`config.mk`:
```
export PLATFORM = sky130hd
export DESIGN_NAME = pll_lock_supervisor
export DESIGN_NICKNAME = d
export VERILOG_FILES = /design/src/rtl/pll_sup_pkg.sv /design/src/rtl/pll_sup_channel.sv /design/src/rtl/pll_lock_supervisor.sv
export SDC_FILE = /design/constraint.sdc
export NUM_CORES = 1
export LEC_CHECK = 0
export CORE_MARGIN = 5
export CORE_UTILIZATION = 55
export DETAILED_ROUTE_END_ITERATION = 12
export GPL_ROUTABILITY_DRIVEN = 0
export GPL_TIMING_DRIVEN = 0
export PLACE_DENSITY = 0.73
export REMOVE_ABC_BUFFERS = 1
export SKIP_LAST_GASP = 1
export SLEW_MARGIN = 20
export SYNTH_ARGS = -nofsm -noshare
export SYNTH_HDL_FRONTEND = slang
export SYNTH_SLANG_ARGS = --single-unit
```
`constraint.sdc`:
```
create_clock -name clk -period 8 [get_ports clk]
set_clock_uncertainty 0.1 [all_clocks]
set_input_delay 0.8 -clock clk [delete_from_list [all_inputs] [get_ports clk]]
set_output_delay 0.8 -clock clk [all_outputs]
set_load 0.01 [all_outputs]
```
`src/rtl/pll_sup_pkg.sv`:
```
// Shared types and helpers for the PLL lock supervisor.
// The optional lock-loss counters are enabled with PLL_SUP_LOSS_CNT_EN.
package pll_sup_pkg;

    typedef enum logic [2:0] {
        RESET,
        WAIT_LOCK,
        DEBOUNCE,
        LOCKED,
        FAIL
    } sup_state_t;

    localparam int LOSS_CNT_W = 8;

    // Width of a counter that must hold values 0..max_val without wrapping.
    function automatic int cnt_width(input int max_val);
        return (max_val < 1) ? 1 : $clog2(max_val + 1);
    endfunction

endpackage

```
`src/rtl/pll_sup_channel.sv`:
```
// One supervised PLL: lock synchroniser, reset/lock FSM, retry bookkeeping.
// With PLL_SUP_LOSS_CNT_EN defined, also counts LOCKED->RESET lock losses.
module pll_sup_channel
    import pll_sup_pkg::*;
#(
    parameter int RST_PULSE_CYCLES   = 64,
    parameter int LOCK_TIMEOUT       = 65536,
    parameter int LOCK_STABLE_CYCLES = 16,
    parameter int MAX_RETRY          = 3
) (
    input  logic clk,
    input  logic rst,
    input  logic enable,
    input  logic clear_fail,
    input  logic pll_lock,
    output logic pll_rst,
    output logic pll_pwd,
    output logic ch_ready,
    output logic ch_fail
`ifdef PLL_SUP_LOSS_CNT_EN
    ,
    output logic [LOSS_CNT_W-1:0] loss_cnt
`endif
);

    localparam int RCNT_W  = cnt_width(RST_PULSE_CYCLES);
    localparam int TCNT_W  = cnt_width(LOCK_TIMEOUT);
    localparam int SCNT_W  = cnt_width(LOCK_STABLE_CYCLES);
    localparam int RETRY_W = cnt_width(MAX_RETRY);

    localparam logic [RCNT_W-1:0]  RCNT_LOAD = RCNT_W'(RST_PULSE_CYCLES);
    localparam logic [TCNT_W-1:0]  TCNT_LAST = TCNT_W'(LOCK_TIMEOUT - 1);
    localparam logic [SCNT_W-1:0]  SCNT_LAST = SCNT_W'(LOCK_STABLE_CYCLES);
    localparam logic [RETRY_W-1:0] RETRY_MAX = RETRY_W'(MAX_RETRY);

    sup_state_t         state;
    logic [RCNT_W-1:0]  rcnt;
    logic [TCNT_W-1:0]  tcnt;
    logic [SCNT_W-1:0]  scnt;
    logic [RETRY_W-1:0] retry;
    logic               lock_meta;
    logic               lock_s;

    // NOTE: non-blocking assignments keep these as two distinct flops; a
    // blocking pair would collapse into a single synchroniser stage.
    always_ff @(posedge clk or posedge rst) begin
        if (rst) begin
            lock_meta <= 1'b0;
            lock_s    <= 1'b0;
        end else begin
            lock_meta <= pll_lock;
            lock_s    <= lock_meta;
        end
    end

    always_ff @(posedge clk or posedge rst) begin
        if (rst) begin
            state <= RESET;
            rcnt  <= RCNT_LOAD;
            tcnt  <= '0;
            scnt  <= '0;
            retry <= '0;
        end else if (!enable) begin
            state <= RESET;
            rcnt  <= RCNT_LOAD;
            tcnt  <= '0;
            scnt  <= '0;
            retry <= '0;
        end else begin
            case (state)
                RESET: begin
                    if (rcnt == RCNT_W'(1)) begin
                        state <= WAIT_LOCK;
                        tcnt  <= '0;
                    end else begin
                        rcnt <= rcnt - RCNT_W'(1);
                    end
                end
                WAIT_LOCK: begin
                    if (lock_s) begin
                        state <= DEBOUNCE;
                        scnt  <= SCNT_W'(1);
                    end else if (tcnt == TCNT_LAST) begin
                        retry <= retry + RETRY_W'(1);
                        if (retry + RETRY_W'(1) == RETRY_MAX) begin
                            state <= FAIL;
                        end else begin
                            state <= RESET;
                            rcnt  <= RCNT_LOAD;
                        end
                    end else begin
                        tcnt <= tcnt + TCNT_W'(1);
                    end
                end
                DEBOUNCE: begin
                    // The timeout keeps running through lock glitches so a
                    // chattering lock still ends in a retry.
                    if (tcnt != TCNT_LAST) begin
                        tcnt <= tcnt + TCNT_W'(1);
                    end
                    if (!lock_s) begin
                        state <= WAIT_LOCK;
                    end else if (scnt == SCNT_LAST) begin
                        state <= LOCKED;
                        retry <= '0;
                    end else begin
                        scnt <= scnt + SCNT_W'(1);
                    end
                end
                LOCKED: begin
                    if (!lock_s) begin
                        state <= RESET;
                        rcnt  <= RCNT_LOAD;
                    end
                end
                FAIL: begin
                    if (clear_fail) begin
                        state <= RESET;
                        rcnt  <= RCNT_LOAD;
                        retry <= '0;
                    end
                end
                default: begin
                    state <= RESET;
                    rcnt  <= RCNT_LOAD;
                end
            endcase
        end
    end

    assign pll_rst  = (state == RESET) || (state == FAIL);
    assign pll_pwd  = (state == FAIL);
    assign ch_ready = (state == LOCKED);
    assign ch_fail  = (state == FAIL);

`ifdef PLL_SUP_LOSS_CNT_EN
    // Only a genuine lock loss counts; enable-forced exits from LOCKED do not.
    always_ff @(posedge clk or posedge rst) begin
        if (rst) begin
            loss_cnt <= '0;
        end else if (enable && state == LOCKED && !lock_s && loss_cnt != '1) begin
            loss_cnt <= loss_cnt + LOSS_CNT_W'(1);
        end
    end
`endif

endmodule

```
`src/rtl/pll_lock_supervisor.sv`:
```
// Top of the PLL lock supervisor: NUM_PLL independent channels plus all_ready.
// Defining PLL_SUP_LOSS_CNT_EN adds the per-channel loss_cnt output.
module pll_lock_supervisor
    import pll_sup_pkg::*;
#(
    parameter int NUM_PLL            = 2,
    parameter int RST_PULSE_CYCLES   = 64,
    parameter int LOCK_TIMEOUT       = 65536,
    parameter int LOCK_STABLE_CYCLES = 16,
    parameter int MAX_RETRY          = 3
) (
    input  logic               clk,
    input  logic               rst,
    input  logic               enable,
    input  logic [NUM_PLL-1:0] clear_fail,
    input  logic [NUM_PLL-1:0] pll_lock,
    output logic [NUM_PLL-1:0] pll_rst,
    output logic [NUM_PLL-1:0] pll_pwd,
    output logic [NUM_PLL-1:0] ch_ready,
    output logic [NUM_PLL-1:0] ch_fail,
    output logic               all_ready
`ifdef PLL_SUP_LOSS_CNT_EN
    ,
    output logic [LOSS_CNT_W*NUM_PLL-1:0] loss_cnt
`endif
);

    for (genvar i = 0; i < NUM_PLL; i++) begin : g_ch
        pll_sup_channel #(
            .RST_PULSE_CYCLES  (RST_PULSE_CYCLES),
            .LOCK_TIMEOUT      (LOCK_TIMEOUT),
            .LOCK_STABLE_CYCLES(LOCK_STABLE_CYCLES),
            .MAX_RETRY         (MAX_RETRY)
        ) u_ch (
            .clk       (clk),
            .rst       (rst),
            .enable    (enable),
            .clear_fail(clear_fail[i]),
            .pll_lock  (pll_lock[i]),
            .pll_rst   (pll_rst[i]),
            .pll_pwd   (pll_pwd[i]),
            .ch_ready  (ch_ready[i]),
            .ch_fail   (ch_fail[i])
`ifdef PLL_SUP_LOSS_CNT_EN
            ,
            .loss_cnt  (loss_cnt[LOSS_CNT_W*i +: LOSS_CNT_W])
`endif
        );
    end

    always_ff @(posedge clk or posedge rst) begin
        if (rst) begin
            all_ready <= 1'b0;
        end else begin
            all_ready <= &ch_ready;
        end
    end

endmodule

```
==> summary.md <==
| Metric | Value |
|---|---|
| Vias per cell | 5.976 |
| GR Util met1 | 24.08% |
| Antenna Nets Post-Route | 0 |
| Total Power | 0.001237 W |
| Final setup fails | 0 |
| Mean routed wirelength per cell | 14.36 µm |
| Worst Setup Path Type | in -> reg |
| Met2 usage | 31.25% |
| Most common cell after layout, fill and taps aside | dfrtp_1 |
| Busiest grt layer | met2 |
| CP Capture Type | flip-flop |
| PD cells | 262.2 nW/µm² |
| Nets | 509 |
| Mapped Cells | 489 |
| Die H | 99.05 µm |
| Slew @ Worst Pin | 781.7 ps |
| Layout cells sized above 1 | 7.128% |
| Syn_area_per_cell | 8.920 µm² |
| Ports | 16 |
| Period utilization | 41.41% |
| Most frequent cells in the layout | 71 x dfrtp_1, 48 x o21ai_0, 39 x nand2_1, 38 x nor2_1 |
| CP Max Fanout | 21 |
| Core area | 7727 µm² |
| Worst VDD drop | 0.1543 mV |
| FFs w/ async S/R, synth | 100.0% |
| Achievable Freq | 301.9 MHz |
| Pin count of the biggest net entering global routing | 56 |
| Post-synth EDFFs | 0 |
| GRT Total Usage | 18.82% |
| Crit path time final | 3313 ps |
| Final WL | 8516 µm |
| Setup Total Neg Slack | 0 ps |
| Fin. max-slew vios | 0 |
| RSZ-0062 raised after global routing | no |
| Leak pwr | 2.027 nW |
| Max-Cap Viols | 0 |
| Crit path launch type | input pin |
| N_diodes | 0 |
| CTS tree | done |
| Grt met3 use | 4.600% |
| Slew margin rel. | 47.41% |
| Longest Clk Path Bufs | 2 |
| Num CTS Buffers | 9 |
| Critical Path RT | 8130 ps |
| Postcts setup bufs | 0 |
| H-Tree Depth | 3 |
| Global-route wire length before repair | 15320 µm |
| Vias | 3544 |
| Yosys reg bits | 73 |
| Post-DP HPWL | 5868 µm |
| DR pass1 iterations | 5 |
| Initial DRC Count | 131 |
| Die area | 9811 µm² |
| Initial core utilization | 56.44% |
| Area growth from synthesis to layout | 8.118% |
| # DRC | 0 |
| Initial antenna violation count | 0 |
| TritonCTS Sinks | 73 |
| I/O Buffers | 15 |
| Unique masters post-synth | 63 |
| Worst-Skew Late Latency | 350 ps |
| Vias in the first global route | 3403 |
| Main flop type after synthesis | dfrtp_1 |
| Outcome | complete, no violations |
| Fraction of the yosys area taken by sequential cells | 41.94% |
| Worst-path clk slew | 70 ps |
| Final Hold Fails | 0 |
| Die X | 99.05 µm |
| Final WS setup | 4687 ps |
| Cts hold-fix bufs | 0 |
| Row count | 32 |
| Netlist Area Pre-Place | 4362 µm² |
| HP Class | reg -> reg |
| DP Worst Slack | 4349 ps |
| Post-CTS sizing | 0 |
| Root Driver | clkbuf_8 |
| Yosys Warn Count | 0 |
| Grt ovf | 0 |
| Worst Path Arrival | 3440 ps |
## metal layers
layer	part of all wire (%)	up-vias
met3	3.3	8
met2	49	58
met1	46	1707
li1	-	1771
met4	1.0	0
met5	0	-
## cells by family (layout without fill, tap and decap cells)
| kind of cell | after synthesis | count (layout) | share of synthesized area [%] |
|---|---|---|---|
| and+or+nand+nor | 187 | 187 | 22.75 |
| AOI/OAI and AO/OA | 146 | 146 | 21.29 |
| DFF | 73 | 73 | 41.94 |
| buffers and inverters | 53 | 55 | 6.311 |
| adders and majority gates | 15 | 15 | 4.303 |
| muxes | 9 | 9 | 2.209 |
| xor gates and xnor gates | 6 | 6 | 1.205 |
## worst max-delay path, stage by stage
cell and delay [ps]:
clkdlybuf4s50_1 970, or4b_4 570, a31oi_4 350, a21o_1 500, or4_1 200, nand2_1 50
## area by class of cell
type                            count  area [µm²]
Tap cell                          102       127.6
Clock inverter                      6       107.6
Sequential cell                    73        1829
Clock buffer                        9       123.9
Multi-Input combinational cell    363        2257
Inverter                           24       92.59
Timing Repair Buffer               16       177.7
Fill cell                         657        3012
## Yosys cell counts, types with 2 or more instances
library cell  count  share of area (%)
buf_2            10                1.1
or4_1             4               0.69
nor2b_1           8                1.1
nand3b_1          2               0.34
a211o_1           5                1.0
nor3_1           12                1.4
o22ai_1           5               0.72
nand2b_1         11                1.6
and4_1            3               0.60
a41oi_1           2               0.40
nand4bb_1         2               0.52
ha_1             15                4.3
dfstp_2           2                1.2
clkbuf_1          5               0.43
mux2_2            5                1.3
and2_1            7                1.0
inv_1            24                2.1
buf_6             4                1.0
nand2_1          39                3.4
buf_4             9                1.5
xor2_1            3               0.60
nor3b_1           4               0.69
a21o_1            6                1.0
or2_2             2               0.29
nand3_1          24                2.8
xnor2_1           3               0.60
o21ai_0          48                5.5
and3_1            7                1.0
nor2_1           38                3.3
o21a_1            3               0.52
dfrtp_1          71                 41
nand4b_1          2               0.40
nand4_1           9                1.3
or3b_1            3               0.60
o31ai_1          13                2.2
o21ai_1          11                1.3
mux2i_1           4               0.92
a31oi_1          11                1.6
a22o_1            2               0.40
a21oi_1          24                2.8
nor4_1            5               0.72
## through the flow
| step | util [%] | hold slack (ps) | cell area [µm²] | instances |
|---|---|---|---|---|
| after floorplan | - | 231.2 | 4177 | 460 |
| final | 61.03 | 251.0 | 4716 | 593 |
| after global routing | 61.03 | 273.7 | 4716 | 593 |
| after global placement | 57.64 | 231.7 | 4454 | 577 |
| after detailed placement | 58.03 | 235.5 | 4484 | 578 |
| after CTS | 61.03 | 252.0 | 4716 | 593 |
## power breakdown
part           switching [W]  total [W]  internal [W]
Clock               0.000136   0.000340      0.000204
Sequential         0.0000750   0.000504      0.000429
Combinational       0.000224   0.000392      0.000168
## state kept, by name (all words and copies together) (netlist names)
signal / count
g_ch.u_ch.retry: 4
g_ch.u_ch.scnt: 10
all_ready: 1
g_ch.u_ch.tcnt: 34
g_ch.u_ch.rcnt: 14
g_ch.u_ch.state: 6
g_ch.u_ch.lock_meta: 2
g_ch.u_ch.lock_s: 2
## final timing paths
kind | depth (start not counted) | endpoint | startpoint | slack (ps)
hold reg to reg | 0 | g_ch[0].u_ch.lock_s | g_ch[0].u_ch.lock_meta | 250
setup reg to reg | 10 | g_ch[1].u_ch.retry[0] | g_ch[1].u_ch.tcnt[0] | 4720
hold / removal | 0 | g_ch[0].u_ch.lock_s | g_ch[0].u_ch.lock_meta | 250
setup / recovery | 6 | g_ch[1].u_ch.tcnt[4] | enable | 4690
max in group asynchronous | 3 | g_ch[1].u_ch.rcnt[6] | rst | 6560
min in group asynchronous | 2 | g_ch[0].u_ch.rcnt[5] | rst | 650
No activity file was read; power rests on OpenSTA's default activity.
==> RTL change 1: new RTL, same settings <==
`LOCK_STABLE_CYCLES` is set to 16 in 2 places; all go to 8.
--- a/src/rtl/pll_sup_channel.sv
+++ b/src/rtl/pll_sup_channel.sv
@@ -5,7 +5,7 @@
 #(
     parameter int RST_PULSE_CYCLES   = 64,
     parameter int LOCK_TIMEOUT       = 65536,
-    parameter int LOCK_STABLE_CYCLES = 16,
+    parameter int LOCK_STABLE_CYCLES = 8,
     parameter int MAX_RETRY          = 3
 ) (
     input  logic clk,
--- a/src/rtl/pll_lock_supervisor.sv
+++ b/src/rtl/pll_lock_supervisor.sv
@@ -6,7 +6,7 @@
     parameter int NUM_PLL            = 2,
     parameter int RST_PULSE_CYCLES   = 64,
     parameter int LOCK_TIMEOUT       = 65536,
-    parameter int LOCK_STABLE_CYCLES = 16,
+    parameter int LOCK_STABLE_CYCLES = 8,
     parameter int MAX_RETRY          = 3
 ) (
     input  logic               clk,
Formal check against the unedited RTL: same outputs for any inputs over 10 cycles, from zero or initial values and one cycle with rst high; that may be too few to reach the edited logic, so the function may still have changed.
==> RTL change 1 against the unedited design <==
Total power is 2.9% lower; setup slack worse by 0.17 ns; cell area rose by 4.2%; wire length rose by 10%; hold slack is essentially flat; sequential cell count decreased by 2; via count increased by 3.9%; die area up 4.2%; register-to-register slack worse by 0.20 ns; synthesized area grew 4.7%.
==> RTL change 1: results (changes against the unedited design) <==
Outcome
  – Run status: complete, no violations

Cells and area
  – Final layout net count: 506 (-0.59%)
  – Share of cells above drive strength 1: 10.0% (+2.9 points)
  – Antenna Diode Count: 0 (unchanged)
  – Regs by FF count: g_ch.u_ch.tcnt x34, g_ch.u_ch.rcnt x14, g_ch.u_ch.scnt x8

Power and ir drop
  – P_sw: 0.432 mW (-0.51%)
  – Worst vdd ir: 0.0895 mV (-42%)
  – Pleak: 2.04 nW (+0.55%)

CTS
  – Total CTS buffers: 9 (unchanged)
  – Cts repair resizes: 0 (unchanged)
  – # H-tree levels: 3 (unchanged)
  – Worst-Skew Late Latency: 0.36 ns
  – CTS clock-pin slew for the worst setup and hold paths: approximately 0.080 ns
  – CTS root buf: clkbuf_8
  – Setup Buffers After CTS: 0 (unchanged)
  – CTS max path bufs: 2 (unchanged)

Setup path
  – Critical path's slowest cell: nor3_2
  – Worst Setup SP: g_ch[0].u_ch.tcnt[0]$_DFFE_PP0P_
  – Worst r2r src: g_ch[0].u_ch.tcnt[0]$_DFFE_PP0P_
  – CP delay by family, top: simple AND/OR/NAND/NOR gates
  – Critical Path Max Stage Delay: 0.74 ns (-0.23 ns)
  – Reg-to-Reg End: g_ch[0].u_ch.tcnt[16]$_DFFE_PP0P_
  – Crit-path max FO: 13 (-38%)
  – R2R cell count: 9 (-1)
  – CP arrival: 3.63 ns (+0.19 ns)
  – CP endpoint kind: register
  – R2R Setup Slk: 4.52 ns (-0.20 ns)

Yosys
  – Top cells by area, synth: dfrtp_1, ha_1, nand2_1, o21ai_1, a31oi_1
  – Multiplexer area fraction after synthesis: 2.30% (+0.093 points)
  – Yosys warns: 0 (unchanged)
  – Adder-Cell Fraction of Synth Area: 4.38% (+0.081 points)
  – Top post-synthesis cells by count: dfrtp_1, nand2_1, inv_1, o21ai_1, nor2_1
  – Compound-gate portion of the synthesized area: 22.1% (+0.82 points)
  – Sequential share of the synthesized area: 39.0% (-3.0 points)
  – Distinct cells, synth: 74 (+17%)
  – XOR/XNOR Fraction of Synth Area: 0.767% (-0.44 points)

Placed design
  – Post-DP HPWL: 6350 µm (+8.2%)
  – Port bufs: 15 (unchanged)

STA
  – Final Hold Vio Count: 0 (unchanged)
  – Worst slew pin tran: 0.972 ns (+0.190 ns)

Route
  – Pre-antenna DRT Iters: 5 (unchanged)
  – DR vias/cell: 6.21 (+3.9%)
  – First DRT Iteration DRCs: 186 (+42%)
  – Final WL: 9410 µm (+10%)

Global route
  – First-pass GRT wire length: 16700 µm (+9.0%)
  – Initial antenna violation count: 0 (unchanged)
  – Total track usage: 19.9% (+1.0 points)
  – Vias in the first global route: 3645 (+7.1%)
  – Largest net degree at the start of global routing: 42 (-25%)

Hold path
  – Min-Delay Endpoint: g_ch[1].u_ch.lock_s$_DFF_PP0_
  – Hold Crit Start: g_ch[1].u_ch.lock_meta$_DFF_PP0_
  – Worst hold path depth: 0 (unchanged)
  – Hold/Removal Path Class: reg2reg
RTL change 1: cell types whose count changed after synthesis, sizes merged, moves of 6 or more:
cell,change
nand3,-6
a211oi,+16
nand2b,+6
nor2,-12
a21oi,-12
and3,+6
a31oi,+7
inv,+7
o21ai,-25
RTL change 1: worst register-to-register path, stage by stage (launching register included):
cell and delay, ns:
dfrtp_1 0.41, ha_1 0.23, and2_0 0.36, nand4_1 0.20, nor3_1 0.35, ha_1 0.32
nor4_1 0.10, nor3_2 0.74, nor2_2 0.22, mux2_1 0.36
RTL change 1: through the flow:
stage               instances  area (µm²)  total power [mW]  hold WS [ns]  setup WS [ns]
floorplan                 456        4370             0.767         0.231           5.25
global placement          576        4660             0.847         0.237           4.05
detailed placement        577        4680             0.866         0.235           4.35
CTS                       593        4910              1.20         0.252           4.53
global route              593        4910              1.28         0.258           4.25
finish                    593        4910              1.20         0.251           4.52
RTL change 1: routing by layer:
metal	track usage [%]	wire [µm]	vias up
li1	-	-	1809
met1	27.1	4550	1791
met2	32.2	4430	72
met3	3.81	328	10
met4	5.93	97	0
met5	0	0	-
RTL change 1: area by class of cell:
type                            count  area (µm²)
Multi-Input combinational cell    354        2480
Fill cell                         689        3220
Inverter                           31         119
Timing Repair Buffer               16         170
Clock buffer                       11         151
Tap cell                          105         131
Clock inverter                      5        78.8
Sequential cell                    71        1780
RTL change 1: power groups by stage:
stage               Sequential (mW)  Clock (mW)  Combinational [mW]
global placement              0.486           0               0.362
floorplan                     0.472           0               0.295
finish                        0.481       0.338               0.380
CTS                           0.481       0.343               0.379
detailed placement            0.488           0               0.377
global route                  0.494       0.361               0.426
==> RTL change 2: new RTL, config.mk and constraints unchanged <==
Made on the original files. Re-encode `sup_state_t` (5 states) as one-hot, 5 bits wide.
--- a/src/rtl/pll_sup_pkg.sv
+++ b/src/rtl/pll_sup_pkg.sv
@@ -2,12 +2,12 @@
 // The optional lock-loss counters are enabled with PLL_SUP_LOSS_CNT_EN.
 package pll_sup_pkg;
 
-    typedef enum logic [2:0] {
-        RESET,
-        WAIT_LOCK,
-        DEBOUNCE,
-        LOCKED,
-        FAIL
+    typedef enum logic [4:0] {
+        RESET     = 5'b00001,
+        WAIT_LOCK = 5'b00010,
+        DEBOUNCE  = 5'b00100,
+        LOCKED    = 5'b01000,
+        FAIL      = 5'b10000
     } sup_state_t;
 
     localparam int LOSS_CNT_W = 8;
Check against the original RTL: same outputs for any inputs over 4 cycles, from zero or initial values and one cycle with rst high; so few cycles prove little.
==> RTL change 2 against the unedited design <==
Synthesized area up 7.1%; setup slack got worse by 0.26 ns; via count grew 13%; wire length up 17%; synthesized cell count grew 7.8%; sequential cell count increased by 4; cell area is 5.6% higher.
Power is not compared: it rests on default switching activity, and its combinational part moved more than twofold at a synthesized area within 25%.
==> RTL change 2: results (changes against the unedited design) <==
Yosys
  – Sequential share of the synthesized area: 41.3% (-0.60 points)
  – Adder-Cell Fraction of Synth Area: 4.02% (-0.29 points)
  – Average size of a mapped cell: 8.87 µm² (-0.58%)
  – Top post-synthesis cells by count: dfrtp_1, o21ai_0, nor2_1, nand2_1, nand3_1
  – Top cells by area, synth: dfrtp_1, o21ai_0, ha_1, nor2_1, nand2_1
  – Multiplexer area fraction after synthesis: 0.428% (-1.8 points)
  – Distinct cells, synth: 71 (+13%)
  – Compound-gate portion of the synthesized area: 21.2% (-0.054 points)
  – XOR/XNOR Fraction of Synth Area: 0.937% (-0.27 points)

STA
  – Slew headroom: 34.9% (-12 points)
  – Setup ws final: 4.43 ns (-0.257 ns)

Setup path
  – Reg-to-Reg End: g_ch[0].u_ch.tcnt[11]$_DFFE_PP0P_
  – Worst r2r src: g_ch[0].u_ch.tcnt[0]$_DFFE_PP0P_
  – CP endpoint: g_ch[0].u_ch.tcnt[0]$_DFFE_PP0P_
  – CP arrival: 3.75 ns (+0.31 ns)
  – R2R cell count: 9 (-1)
  – R2R Setup Slk: 5.19 ns (+0.47 ns)
  – CP delay by family, top: compound AO/OA/AOI/OAI gates
  – Crit-path max FO: 22 (+4.8%)

Global route
  – Global Route met2 Usage: 33.0% (+1.7 points)
  – Total track usage: 20.3% (+1.5 points)
  – Met3 usage: 3.96% (-0.64 points)
  – Initial antenna violation count: 0 (unchanged)
  – First-pass GRT wire length: 17300 µm (+13%)
  – GR Util met1: 28.0% (+3.9 points)
  – Vias in the first global route: 3777 (+11%)
  – Largest net degree at the start of global routing: 46 (-18%)

Route
  – Met2 WL: 4750 µm (+13%)
  – DR WL/cell: 15.7 µm (+9.3%)
  – Final WL: 9950 µm (+17%)
  – DR vias/cell: 6.33 (+5.9%)
  – Met3 wire length: 497 µm (+76%)
  – Met1 WL: 4580 µm (+16%)

Placed design
  – Placed cell count: 618 (+6.9%)
  – Dpl ws: 4.13 ns (-0.221 ns)
  – Post-DP HPWL: 7020 µm (+20%)
  – Placed Area: 4800 µm² (+7.0%)

Cells and area
  – Regs by FF count: g_ch.u_ch.tcnt x34, g_ch.u_ch.rcnt x14
  – Final layout net count: 546 (+7.3%)
  – Share of cells above drive strength 1: 7.37% (+0.24 points)

CTS
  – CTS max path bufs: 2 (unchanged)
  – CTS clock-pin slew for the worst setup and hold paths: 0.09 ns (+0.02 ns)
  – Setup Buffers After CTS: 0 (unchanged)

Outcome
  – Run status: complete, no violations

Power and ir drop
  – Worst vdd ir: between 0.1 and 0.15 mV
RTL change 2: cell type report:
class                           count  area [µm²]
Timing Repair Buffer               16         178
Sequential cell                    77        1930
Tap cell                          105         131
Multi-Input combinational cell    398        2470
Fill cell                         721        3280
Clock inverter                      7        56.3
Inverter                           22        85.1
Clock buffer                        9         124
RTL change 2: where the power goes:
group | switching, mW | leakage [nW] | internal (mW) | total [mW]
logic | 0.102 | 0.936 | 0.0754 | 0.177
clock network | 0.163 | 0.0789 | 0.116 | 0.279
registers | 0.0419 | 1.04 | 0.427 | 0.469
total | 0.307 | 2.05 | 0.618 | 0.925
RTL change 2: how the worst min path moves through the flow:
| stage | startpoint | end | slack, ns | cells past startpoint |
|---|---|---|---|---|
| global placement | g_ch[0].u_ch.lock_meta$_DFF_PP0_ | g_ch[0].u_ch.lock_s$_DFF_PP0_ | 0.24 | 0 |
| detailed placement | g_ch[0].u_ch.lock_meta$_DFF_PP0_ | g_ch[0].u_ch.lock_s$_DFF_PP0_ | 0.25 | 0 |
| finish | g_ch[0].u_ch.lock_meta$_DFF_PP0_ | g_ch[0].u_ch.lock_s$_DFF_PP0_ | 0.26 | 0 |
| floorplan | g_ch[0].u_ch.lock_meta$_DFF_PP0_ | g_ch[0].u_ch.lock_s$_DFF_PP0_ | 0.23 | 0 |
| global route | g_ch[0].u_ch.lock_meta$_DFF_PP0_ | g_ch[0].u_ch.lock_s$_DFF_PP0_ | 0.28 | 0 |
| CTS | g_ch[0].u_ch.lock_meta$_DFF_PP0_ | g_ch[0].u_ch.lock_s$_DFF_PP0_ | 0.27 | 0 |
